## config.mk

```make
export PLATFORM = sky130hd
export DESIGN_NAME = reg_write_arbiter_flat
export DESIGN_NICKNAME = d
export VERILOG_FILES = /design/src/rtl/reg_write_arbiter_if.sv /design/src/rtl/reg_write_arbiter.sv /design/src/flat_wrapper.sv
export SDC_FILE = /design/constraint.sdc
export NUM_CORES = 1
export LEC_CHECK = 0
export CAP_MARGIN = 20
export CORE_MARGIN = 8
export CORE_UTILIZATION = 35
export CTS_CLUSTER_SIZE = 28
export DETAILED_ROUTE_END_ITERATION = 10
export DONT_BUFFER_PORTS = 1
export GPL_TIMING_DRIVEN = 0
export REMOVE_ABC_BUFFERS = 1
export SYNTH_ARGS = -nofsm -noshare
export SYNTH_HDL_FRONTEND = slang
export SYNTH_SLANG_ARGS = --single-unit
```

## constraint.sdc

```tcl
create_clock -name SYS_CLK -period 2.5 [get_ports SYS_CLK]
set_input_delay 0.25 -clock SYS_CLK [delete_from_list [all_inputs] [get_ports SYS_CLK]]
set_output_delay 0.25 -clock SYS_CLK [all_outputs]
set_load 0.05 [all_outputs]
```

## src/rtl/reg_write_arbiter_if.sv

```systemverilog
// Register-bank write arbiter bus: SPI host write strobe, local requester
// handshake, watchdog enable, and the single arbitrated bank write port.
interface reg_write_arbiter_if;
    logic        host_wr_stb;
    logic [9:0]  host_wr_addr;
    logic [15:0] host_wr_data;
    logic        loc_valid;
    logic [9:0]  loc_addr;
    logic [15:0] loc_data;
    logic        loc_ready;
    logic        wdog_en;
    logic        wr_en;
    logic [9:0]  wr_addr;
    logic [15:0] wr_data;
    logic        host_ovf;
    logic        loc_reject;
    logic        wdog_tripped;

    // Requester / bank side: drives the requests, observes grants and writes
    modport master (
        output host_wr_stb, host_wr_addr, host_wr_data,
        output loc_valid, loc_addr, loc_data, wdog_en,
        input  loc_ready, wr_en, wr_addr, wr_data,
        input  host_ovf, loc_reject, wdog_tripped
    );

    // Arbiter side
    modport slave (
        input  host_wr_stb, host_wr_addr, host_wr_data,
        input  loc_valid, loc_addr, loc_data, wdog_en,
        output loc_ready, wr_en, wr_addr, wr_data,
        output host_ovf, loc_reject, wdog_tripped
    );
endinterface

```

## src/rtl/reg_write_arbiter.sv

```systemverilog
// Shares the register-bank write port between the SPI host path (1-entry
// buffer) and one local requester, with a host-silence watchdog that forces
// a single all-stop write. At most one registered write per cycle.
module reg_write_arbiter #(
    parameter logic [31:0] WDOG_CYCLES    = 32'd5_000_000,
    parameter logic [3:0]  HOST_BURST_MAX = 4'd4,
    parameter logic [9:0]  ALLSTOP_ADDR   = 10'd40,
    parameter logic [15:0] ALLSTOP_DATA   = 16'h001F,
    parameter logic [9:0]  LOCAL_ADDR_LO  = 10'd33,
    parameter logic [9:0]  LOCAL_ADDR_HI  = 10'd36
) (
    input  logic               SYS_CLK,
    input  logic               RST_N,
    reg_write_arbiter_if.slave bus
);

    typedef enum logic [1:0] {ST_RUN, ST_FIRE, ST_TRIPPED} wdog_state_t;

    wdog_state_t r_state;
    logic        r_hb_full;
    logic [9:0]  r_hb_addr;
    logic [15:0] r_hb_data;
    logic [3:0]  r_streak;
    logic [31:0] r_wdog_cnt;
    logic        r_wr_en;
    logic [9:0]  r_wr_addr;
    logic [15:0] r_wr_data;
    logic        r_host_ovf;
    logic        r_loc_reject;
    logic        r_wdog_tripped;

    logic w_fire;
    logic w_loc_pri;
    logic w_gnt_host;
    logic w_gnt_loc;
    logic w_in_win;
    logic w_wdog_hit;

    // Grant decode. FIRE beats everything; a local request that has waited
    // out a full host burst beats the host buffer; otherwise host first.
    // Local grant is masked during reset so loc_ready reads 0 immediately.
    assign w_fire     = (r_state == ST_FIRE);
    assign w_loc_pri  = bus.loc_valid && (r_streak == HOST_BURST_MAX);
    assign w_gnt_host = !w_fire && !w_loc_pri && r_hb_full;
    assign w_gnt_loc  = RST_N && !w_fire && bus.loc_valid && (w_loc_pri || !r_hb_full);
    assign w_in_win   = (bus.loc_addr >= LOCAL_ADDR_LO) && (bus.loc_addr <= LOCAL_ADDR_HI);
    assign w_wdog_hit = (r_wdog_cnt == WDOG_CYCLES - 32'd1);

    assign bus.loc_ready    = w_gnt_loc;
    assign bus.wr_en        = r_wr_en;
    assign bus.wr_addr      = r_wr_addr;
    assign bus.wr_data      = r_wr_data;
    assign bus.host_ovf     = r_host_ovf;
    assign bus.loc_reject   = r_loc_reject;
    assign bus.wdog_tripped = r_wdog_tripped;

    // Host buffer: a strobe always (re)loads it; a grant without a strobe empties it
    always_ff @(posedge SYS_CLK or negedge RST_N) begin
        if (!RST_N) begin
            r_hb_full <= 1'b0;
            r_hb_addr <= '0;
            r_hb_data <= '0;
        end else if (bus.host_wr_stb) begin
            r_hb_full <= 1'b1;
            r_hb_addr <= bus.host_wr_addr;
            r_hb_data <= bus.host_wr_data;
        end else if (w_gnt_host) begin
            r_hb_full <= 1'b0;
        end
    end

    // Streak of host grants taken while local waits; saturates at the burst limit
    always_ff @(posedge SYS_CLK or negedge RST_N) begin
        if (!RST_N)
            r_streak <= '0;
        else if (!bus.loc_valid || w_gnt_loc)
            r_streak <= '0;
        else if (w_gnt_host && (r_streak != HOST_BURST_MAX))
            r_streak <= r_streak + 4'd1;
    end

    // Host-silence counter; any host strobe or disabling the watchdog restarts it
    always_ff @(posedge SYS_CLK or negedge RST_N) begin
        if (!RST_N)
            r_wdog_cnt <= '0;
        else if (bus.host_wr_stb || !bus.wdog_en)
            r_wdog_cnt <= '0;
        else if (r_wdog_cnt != '1)
            r_wdog_cnt <= r_wdog_cnt + 32'd1;
    end

    // Watchdog FSM: RUN -> FIRE (one cycle) -> TRIPPED until the host speaks again
    always_ff @(posedge SYS_CLK or negedge RST_N) begin
        if (!RST_N) begin
            r_state        <= ST_RUN;
            r_wdog_tripped <= 1'b0;
        end else if (!bus.wdog_en) begin
            r_state        <= ST_RUN;
            r_wdog_tripped <= 1'b0;
        end else begin
            case (r_state)
                ST_RUN: begin
                    // a strobe on the trigger cycle wins: counter restarts instead
                    if (!bus.host_wr_stb && w_wdog_hit)
                        r_state <= ST_FIRE;
                end
                ST_FIRE: begin
                    r_state        <= ST_TRIPPED;
                    r_wdog_tripped <= 1'b1;
                end
                ST_TRIPPED: begin
                    if (bus.host_wr_stb) begin
                        r_state        <= ST_RUN;
                        r_wdog_tripped <= 1'b0;
                    end
                end
                default: r_state <= ST_RUN;
            endcase
        end
    end

    // Registered bank write port plus the overflow / reject status pulses
    always_ff @(posedge SYS_CLK or negedge RST_N) begin
        if (!RST_N) begin
            r_wr_en      <= 1'b0;
            r_wr_addr    <= '0;
            r_wr_data    <= '0;
            r_host_ovf   <= 1'b0;
            r_loc_reject <= 1'b0;
        end else begin
            r_wr_en      <= w_fire || w_gnt_host || (w_gnt_loc && w_in_win);
            r_loc_reject <= w_gnt_loc && !w_in_win;
            r_host_ovf   <= bus.host_wr_stb && r_hb_full && !w_gnt_host;
            if (w_fire) begin
                r_wr_addr <= ALLSTOP_ADDR;
                r_wr_data <= ALLSTOP_DATA;
            end else if (w_gnt_host) begin
                r_wr_addr <= r_hb_addr;
                r_wr_data <= r_hb_data;
            end else if (w_gnt_loc && w_in_win) begin
                r_wr_addr <= bus.loc_addr;
                r_wr_data <= bus.loc_data;
            end
        end
    end

endmodule

```

## src/flat_wrapper.sv

```systemverilog
// flat-port wrapper written by rule: the top's interface ports become plain ports
module reg_write_arbiter_flat 
#(
    parameter logic [31:0] WDOG_CYCLES    = 32'd5_000_000,
    parameter logic [3:0]  HOST_BURST_MAX = 4'd4,
    parameter logic [9:0]  ALLSTOP_ADDR   = 10'd40,
    parameter logic [15:0] ALLSTOP_DATA   = 16'h001F,
    parameter logic [9:0]  LOCAL_ADDR_LO  = 10'd33,
    parameter logic [9:0]  LOCAL_ADDR_HI  = 10'd36
)
  (SYS_CLK, RST_N, bus_host_wr_stb, bus_host_wr_addr, bus_host_wr_data, bus_loc_valid, bus_loc_addr, bus_loc_data, bus_wdog_en, bus_loc_ready, bus_wr_en, bus_wr_addr, bus_wr_data, bus_host_ovf, bus_loc_reject, bus_wdog_tripped);
  reg_write_arbiter_if bus_i ();
  input  logic SYS_CLK;
  input  logic RST_N;
  input wire logic [$bits(bus_i.host_wr_stb)-1:0] bus_host_wr_stb;
  input wire logic [$bits(bus_i.host_wr_addr)-1:0] bus_host_wr_addr;
  input wire logic [$bits(bus_i.host_wr_data)-1:0] bus_host_wr_data;
  input wire logic [$bits(bus_i.loc_valid)-1:0] bus_loc_valid;
  input wire logic [$bits(bus_i.loc_addr)-1:0] bus_loc_addr;
  input wire logic [$bits(bus_i.loc_data)-1:0] bus_loc_data;
  input wire logic [$bits(bus_i.wdog_en)-1:0] bus_wdog_en;
  output wire logic [$bits(bus_i.loc_ready)-1:0] bus_loc_ready;
  output wire logic [$bits(bus_i.wr_en)-1:0] bus_wr_en;
  output wire logic [$bits(bus_i.wr_addr)-1:0] bus_wr_addr;
  output wire logic [$bits(bus_i.wr_data)-1:0] bus_wr_data;
  output wire logic [$bits(bus_i.host_ovf)-1:0] bus_host_ovf;
  output wire logic [$bits(bus_i.loc_reject)-1:0] bus_loc_reject;
  output wire logic [$bits(bus_i.wdog_tripped)-1:0] bus_wdog_tripped;
  assign bus_i.host_wr_stb = bus_host_wr_stb;
  assign bus_i.host_wr_addr = bus_host_wr_addr;
  assign bus_i.host_wr_data = bus_host_wr_data;
  assign bus_i.loc_valid = bus_loc_valid;
  assign bus_i.loc_addr = bus_loc_addr;
  assign bus_i.loc_data = bus_loc_data;
  assign bus_i.wdog_en = bus_wdog_en;
  assign bus_loc_ready = bus_i.loc_ready;
  assign bus_wr_en = bus_i.wr_en;
  assign bus_wr_addr = bus_i.wr_addr;
  assign bus_wr_data = bus_i.wr_data;
  assign bus_host_ovf = bus_i.host_ovf;
  assign bus_loc_reject = bus_i.loc_reject;
  assign bus_wdog_tripped = bus_i.wdog_tripped;
  reg_write_arbiter #(.WDOG_CYCLES(WDOG_CYCLES), .HOST_BURST_MAX(HOST_BURST_MAX), .ALLSTOP_ADDR(ALLSTOP_ADDR), .ALLSTOP_DATA(ALLSTOP_DATA), .LOCAL_ADDR_LO(LOCAL_ADDR_LO), .LOCAL_ADDR_HI(LOCAL_ADDR_HI)) u_core (.SYS_CLK(SYS_CLK), .RST_N(RST_N), .bus(bus_i));
endmodule
```

Word level (Yosys, flattened, before mapping)
Index checks and enable logic that the tools add are counted.
Cells by class
  add/sub/neg operators: 2
  $mul: 0
  divide/modulo/power cells: 0
  order comparisons: 2
  eq/ne operators: 9
  shifts and indexed selects: 0
  muxes and demuxes: 19
  bitwise operators: 0
  reduce and logical (&&, ||, !) cells: 33
Operators with widths (number)
  32-bit 2-to-1 mux: 2
  16-bit 2-to-1 mux: 3
  32-bit by 1-bit adder with 32-bit output (second input constant): 1
  32-bit by 23-bit equality test with 1-bit output (second input constant): 1
  32-bit != test (second input constant): 1
  10-bit 2-to-1 mux: 3
  1-bit logical AND: 13
  10-bit by 6-bit >= comparator with 1-bit output (second input constant): 1
  10-bit by 6-bit <= comparator with 1-bit output (second input constant): 1
  1-bit logical NOT: 8
  4-bit 2-to-1 mux: 2
  2-bit 2-to-1 mux: 3
  2-bit case mux with 3 select lines: 1
  2-bit nonzero test: 3
  1-bit logical OR: 5
  4-bit by 1-bit adder with 4-bit output (second input constant): 1
  4-bit by 3-bit equality test with 1-bit output (second input constant): 1
  1-bit 2-to-1 mux: 4
  4-bit by 3-bit != test with 1-bit output (second input constant): 1
  2-bit AND reduction: 2
  3-bit by 1-bit != test with 1-bit output (second input constant): 1
  3-bit by 2-bit != test with 1-bit output (second input constant): 1
  3-bit != test (second input constant): 1
  3-bit nonzero test: 1
  4 further kinds: 4
Storage, ports and cells
  register bits after elaboration: 95
  latch bits: 0
  memory bits (writable): 0
  memory bits (read-only): 0
  input port bits: 57
  output and inout port bits: 31
  logic and storage cells: 77
  memories kept: 0

Depth between registers and ports, before layout
  depth in word-level cells: 9
  gate-level depth with buffers: 9
  gate-level depth less buffers: 7

Worst setup path after synthesis
OpenSTA, ideal clock, no wires.
  path kind: reg2reg
  from: register u_core.r_streak[0]
  to: register u_core.r_loc_reject (netlist: u_core.bus.loc_reject)
  setup time: 0.070 ns
  data arrival time: 2.396 ns
  data required time: 2.430 ns
  setup slack: 0.034 ns
  cell stages (with the launch flop): 10
  buffers on the path: 2
  clock period less this slack: 2.466 ns
  cell sequence: dfrtp_1 -> inv_1 -> ha_1 -> nand3b_1 -> o21ai_1 -> buf_2 -> buf_2 -> nand2_1 -> nor2_1 -> and2_1
On the way
  cells in the longest elaborated chain, start to end: 5
Ends and longest elaborated chain
  start: declaration: line reg_write_arbiter.sv:23  | logic [3:0] r_streak;
  start signal: assignment: line reg_write_arbiter.sv:79  | r_streak <= r_streak + 4'd1;
  4-bit by 3-bit equality test with 1-bit output: line reg_write_arbiter.sv:43  | assign w_loc_pri = bus.loc_valid && (r_streak == HOST_BURST_MAX);
  1-bit logical AND: line reg_write_arbiter.sv:43
  1-bit logical OR: line reg_write_arbiter.sv:45  | assign w_gnt_loc = RST_N && !w_fire && bus.loc_valid && (w_loc_pri || !r_hb_full);
  1-bit logical AND: line reg_write_arbiter.sv:45
  via bus_loc_ready: line flat_wrapper.sv:22  | output wire logic [$bits(bus_i.loc_ready)-1:0] bus_loc_ready;
  1-bit logical AND: line reg_write_arbiter.sv:132  | r_loc_reject <= w_gnt_loc && !w_in_win;
  end signal: assignment: line reg_write_arbiter.sv:132
  end: declaration: line reg_write_arbiter.sv:29  | logic r_loc_reject;
The timed path passes the listed nets, and every way through them passes these cells.
A chain may end at the register's enable or synchronous reset.

Worst setup path in the final report
  from: register u_core.r_wdog_cnt[27]
  to: register u_core.r_wdog_cnt[15]
On the way
  cells in the longest elaborated chain, start to end: 2
Ends and longest elaborated chain
  start: declaration: line reg_write_arbiter.sv:24  | logic [31:0] r_wdog_cnt;
  start signal: assignment: line reg_write_arbiter.sv:89  | r_wdog_cnt <= r_wdog_cnt + 32'd1;
  32-bit != test: line reg_write_arbiter.sv:88  | else if (r_wdog_cnt != '1)
  2-bit nonzero test (no line)
Every way passes these cells.

==> results.yml <==
setup_path:
  startpoint_type: "flip-flop"
  crit_fanout: 20
  crit_arrival_ns: 2.57
  r2r_setup_slack_ns: 0.19
  end_kind: "flip-flop"
  path_class: "flip-flop to flip-flop"
  critPathRequiredTime_ns: 2.77
drt:
  drc: 0
  vias: 3323
  drt_wl_total_mm: 11.0
  vias_per_cell: 5.45
  final_antenna_net_count: 0
  dr.pass1.iters: 4
  wl_per_cell_um: 18.0
  first_iter_violations: 219
layout:
  final_cells: 610
  n_fill_cell: 1261
  antenna_cells: 0
  final_cell_mix: "dfrtp_1, mux2_2, nor2_1"
  fin_nets: 489
  multi_input_area_um2: 2250
  ff_latch_area_um2: 2380
  drive_above_1_share_pct: 21.7
  final_common_cell: "dfrtp_1"
  syn_to_final_growth_pct: 11.6
sta:
  setup_viol_count_final: 0
  finalCriticalPeriod_ns: 2.31
  timing.fmax_ghz: 0.434
  finalMaxSlewViolations: 0
  worst_pin_slew_ns: 0.940
  finalHoldViolCount: 0
  final.setup.worst_slack_ns: 0.194
  slew_headroom_pct: 37.0
  fin_skew_ns: 0.00740
  rsz0062_at_grt: "false"
  fin_crit_sh_pct: 92.3
clock_tree:
  numClockSinks: 95
  ctsRootBufferMaster: "clkbuf_16"
  htreeDepth: 3
  clk_path_buf_depth: 2
  cts_inserted_buffers: 9
  clk_pin_slew_ns: 0.07
  cts_tree: "built"
  worstSkewPairLatency_ns: 0.34
grt:
  grt.met3_usage_pct: 4.62
  grt_pass1_vias: 3297
  grt_pass1_wl_mm: 18.0
  busiest_layer: "met2"
  grt_use_met1_pct: 16.2
  grt_usage_pct: 12.5
  gr-usage-met2_pct: 18.9
  grt_max_degree: 96
  antenna_found_initial: 0
  overflow: 0
power_and_ir_drop:
  leakage_nw: 2.24
  peakVddDrop_mv: 0.330
  powerDensity_nw_per_um2: 709
floorplan:
  io_pins: 88
  row_count: 42
  design.core.area_um2: 13200
  die_x_um: 133
  fp.dieH_um: 133
  start_util_pct: 35.9
  dieArea_um2: 17600
place:
  dpl.cell_count: 587
  port_buffers: 0
  pre_cts_slack_ns: -0.0147
  dp_hpwl_mm: 7.63
  gp_congestion: 0.818
yosys:
  synth_top_flop_cell: "dfrtp_1"
  yosys_warnings: 0
  syn_inst: 433
  synth-seq-area-share_pct: 50.0
  ys_types: 52
  synth.avg_cell_area_um2: 11.0
  synth_edf_count: 0
  syn_area_um2: 4750
  async_reset_ff_share_pct: 100
  ys_ff_latch: 95
run:
  drv_cap: 0
min_path:
  hold_class: "primary input to flip-flop"
outcome:
  status: "finished, final reports clean"
[timing repair]
item,4_1_cts,5_1_grt
hold buffers,2,0
buffers inserted,2,2
endpoints found under the hold margin,95,0
endpoints found under the setup margin,2,7
resized for setup,1,0
pin swaps,1,1
[per-layer routing]
layer	part of all wire [%]	vias to the layer above
met4	1.2	0
met2	45	100
met5	0	-
met3	8.0	9
li1	-	1572
met1	45	1642
[logic make-up after synthesis]
logic type      count (synthesis)  share of synthesized area [%]
xor+xnor                        8                           1.47
buf+inv                        31                           3.29
simple gates                  160                           18.6
mux                            79                           18.0
flops                          95                           50.0
fa+ha+maj                       3                          0.790
compound gates                 57                           7.90
[worst max-delay path, cell delays in order, from the launching register on]
cell and delay, ns:
dfrtp_1 0.45, nand4_2 0.20, or4_4 0.64, nor4_4 0.31
buf_4 0.19, buf_6 0.18, o21ai_0 0.11, a21oi_1 0.14
[power by group]
part | total (mW) | switching (mW) | internal, mW
Combinational | 0.349 | 0.158 | 0.191
Sequential | 2.08 | 0.411 | 1.67
Clock | 1.33 | 0.639 | 0.696
Total | 3.76 | 1.21 | 2.55
[final cells by class]
| class | instances | share of cell area [%] |
|---|---|---|
| Sequential cell | 95 | 44.8 |
| Multi-Input combinational cell | 307 | 42.3 |
| Clock buffer | 9 | 4.24 |
| Tap cell | 176 | 4.15 |
| Timing Repair Buffer | 10 | 2.81 |
| Clock inverter | 7 | 1.25 |
| Inverter | 6 | 0.424 |
[state kept, by name, summed over array words and instances (netlist names)]
name / cells
u_core.r_hb_data: 16
u_core.r_wdog_cnt: 32
u_core.r_hb_full: 1
u_core.bus.host_ovf: 1
u_core.r_state: 2
u_core.r_streak: 4
u_core.bus.wr_data: 16
u_core.r_hb_addr: 10
u_core.bus.wr_en: 1
u_core.bus.wr_addr: 10
u_core.bus.loc_reject: 1
u_core.bus.wdog_tripped: 1
[synthesized netlist by cell type, drive strengths merged, types with 7 or more instances]
master	count	share of area [%]
or3	16	2.2
a21oi	17	2.0
nand2	31	2.4
dfrtp	95	50
nor2	40	3.2
nand4	13	2.0
mux2	52	12
nand3	10	1.1
nor4	7	1.2
clkbuf	12	0.95
buf	13	1.9
nor3	7	0.84
mux2i	27	5.7
o21ai	19	2.2
or4	7	1.2
[worst paths after layout]
| kind | from | endpoint | depth (start not counted) |
|---|---|---|---|
| min in group asynchronous | RST_N | u_core.r_streak[0] | 2 |
| max in group asynchronous | RST_N | u_core.bus.wr_data[13] | 2 |
| worst max register to register | u_core.r_wdog_cnt[27] | u_core.r_wdog_cnt[15] | 7 |
| worst max-delay path | u_core.r_wdog_cnt[27] | u_core.r_wdog_cnt[15] | 7 |
| worst min register to register | u_core.r_hb_data[10] | u_core.r_hb_data[10] | 1 |
| worst min-delay path | bus_wdog_en | u_core.r_state[1] | 1 |
[per-stage QoR]
stage | hold WS [ns] | instance area, µm² | util [%] | power (mW) | TNS (ns)
CTS | 0.00850 | 5260 | 39.7 | 3.81 | 0
floorplan | -0.0456 | 4620 | - | 2.33 | -49.55
detailed placement | -0.0426 | 4920 | 37.1 | 2.42 | -0.0147
finish | 0.0211 | 5310 | 40.1 | 3.76 | 0
global route | 0.0150 | 5310 | 40.1 | 3.93 | 0
global placement | -0.0426 | 4840 | 36.6 | 2.40 | -96.07
No activity file was read; power rests on OpenSTA's default activity.
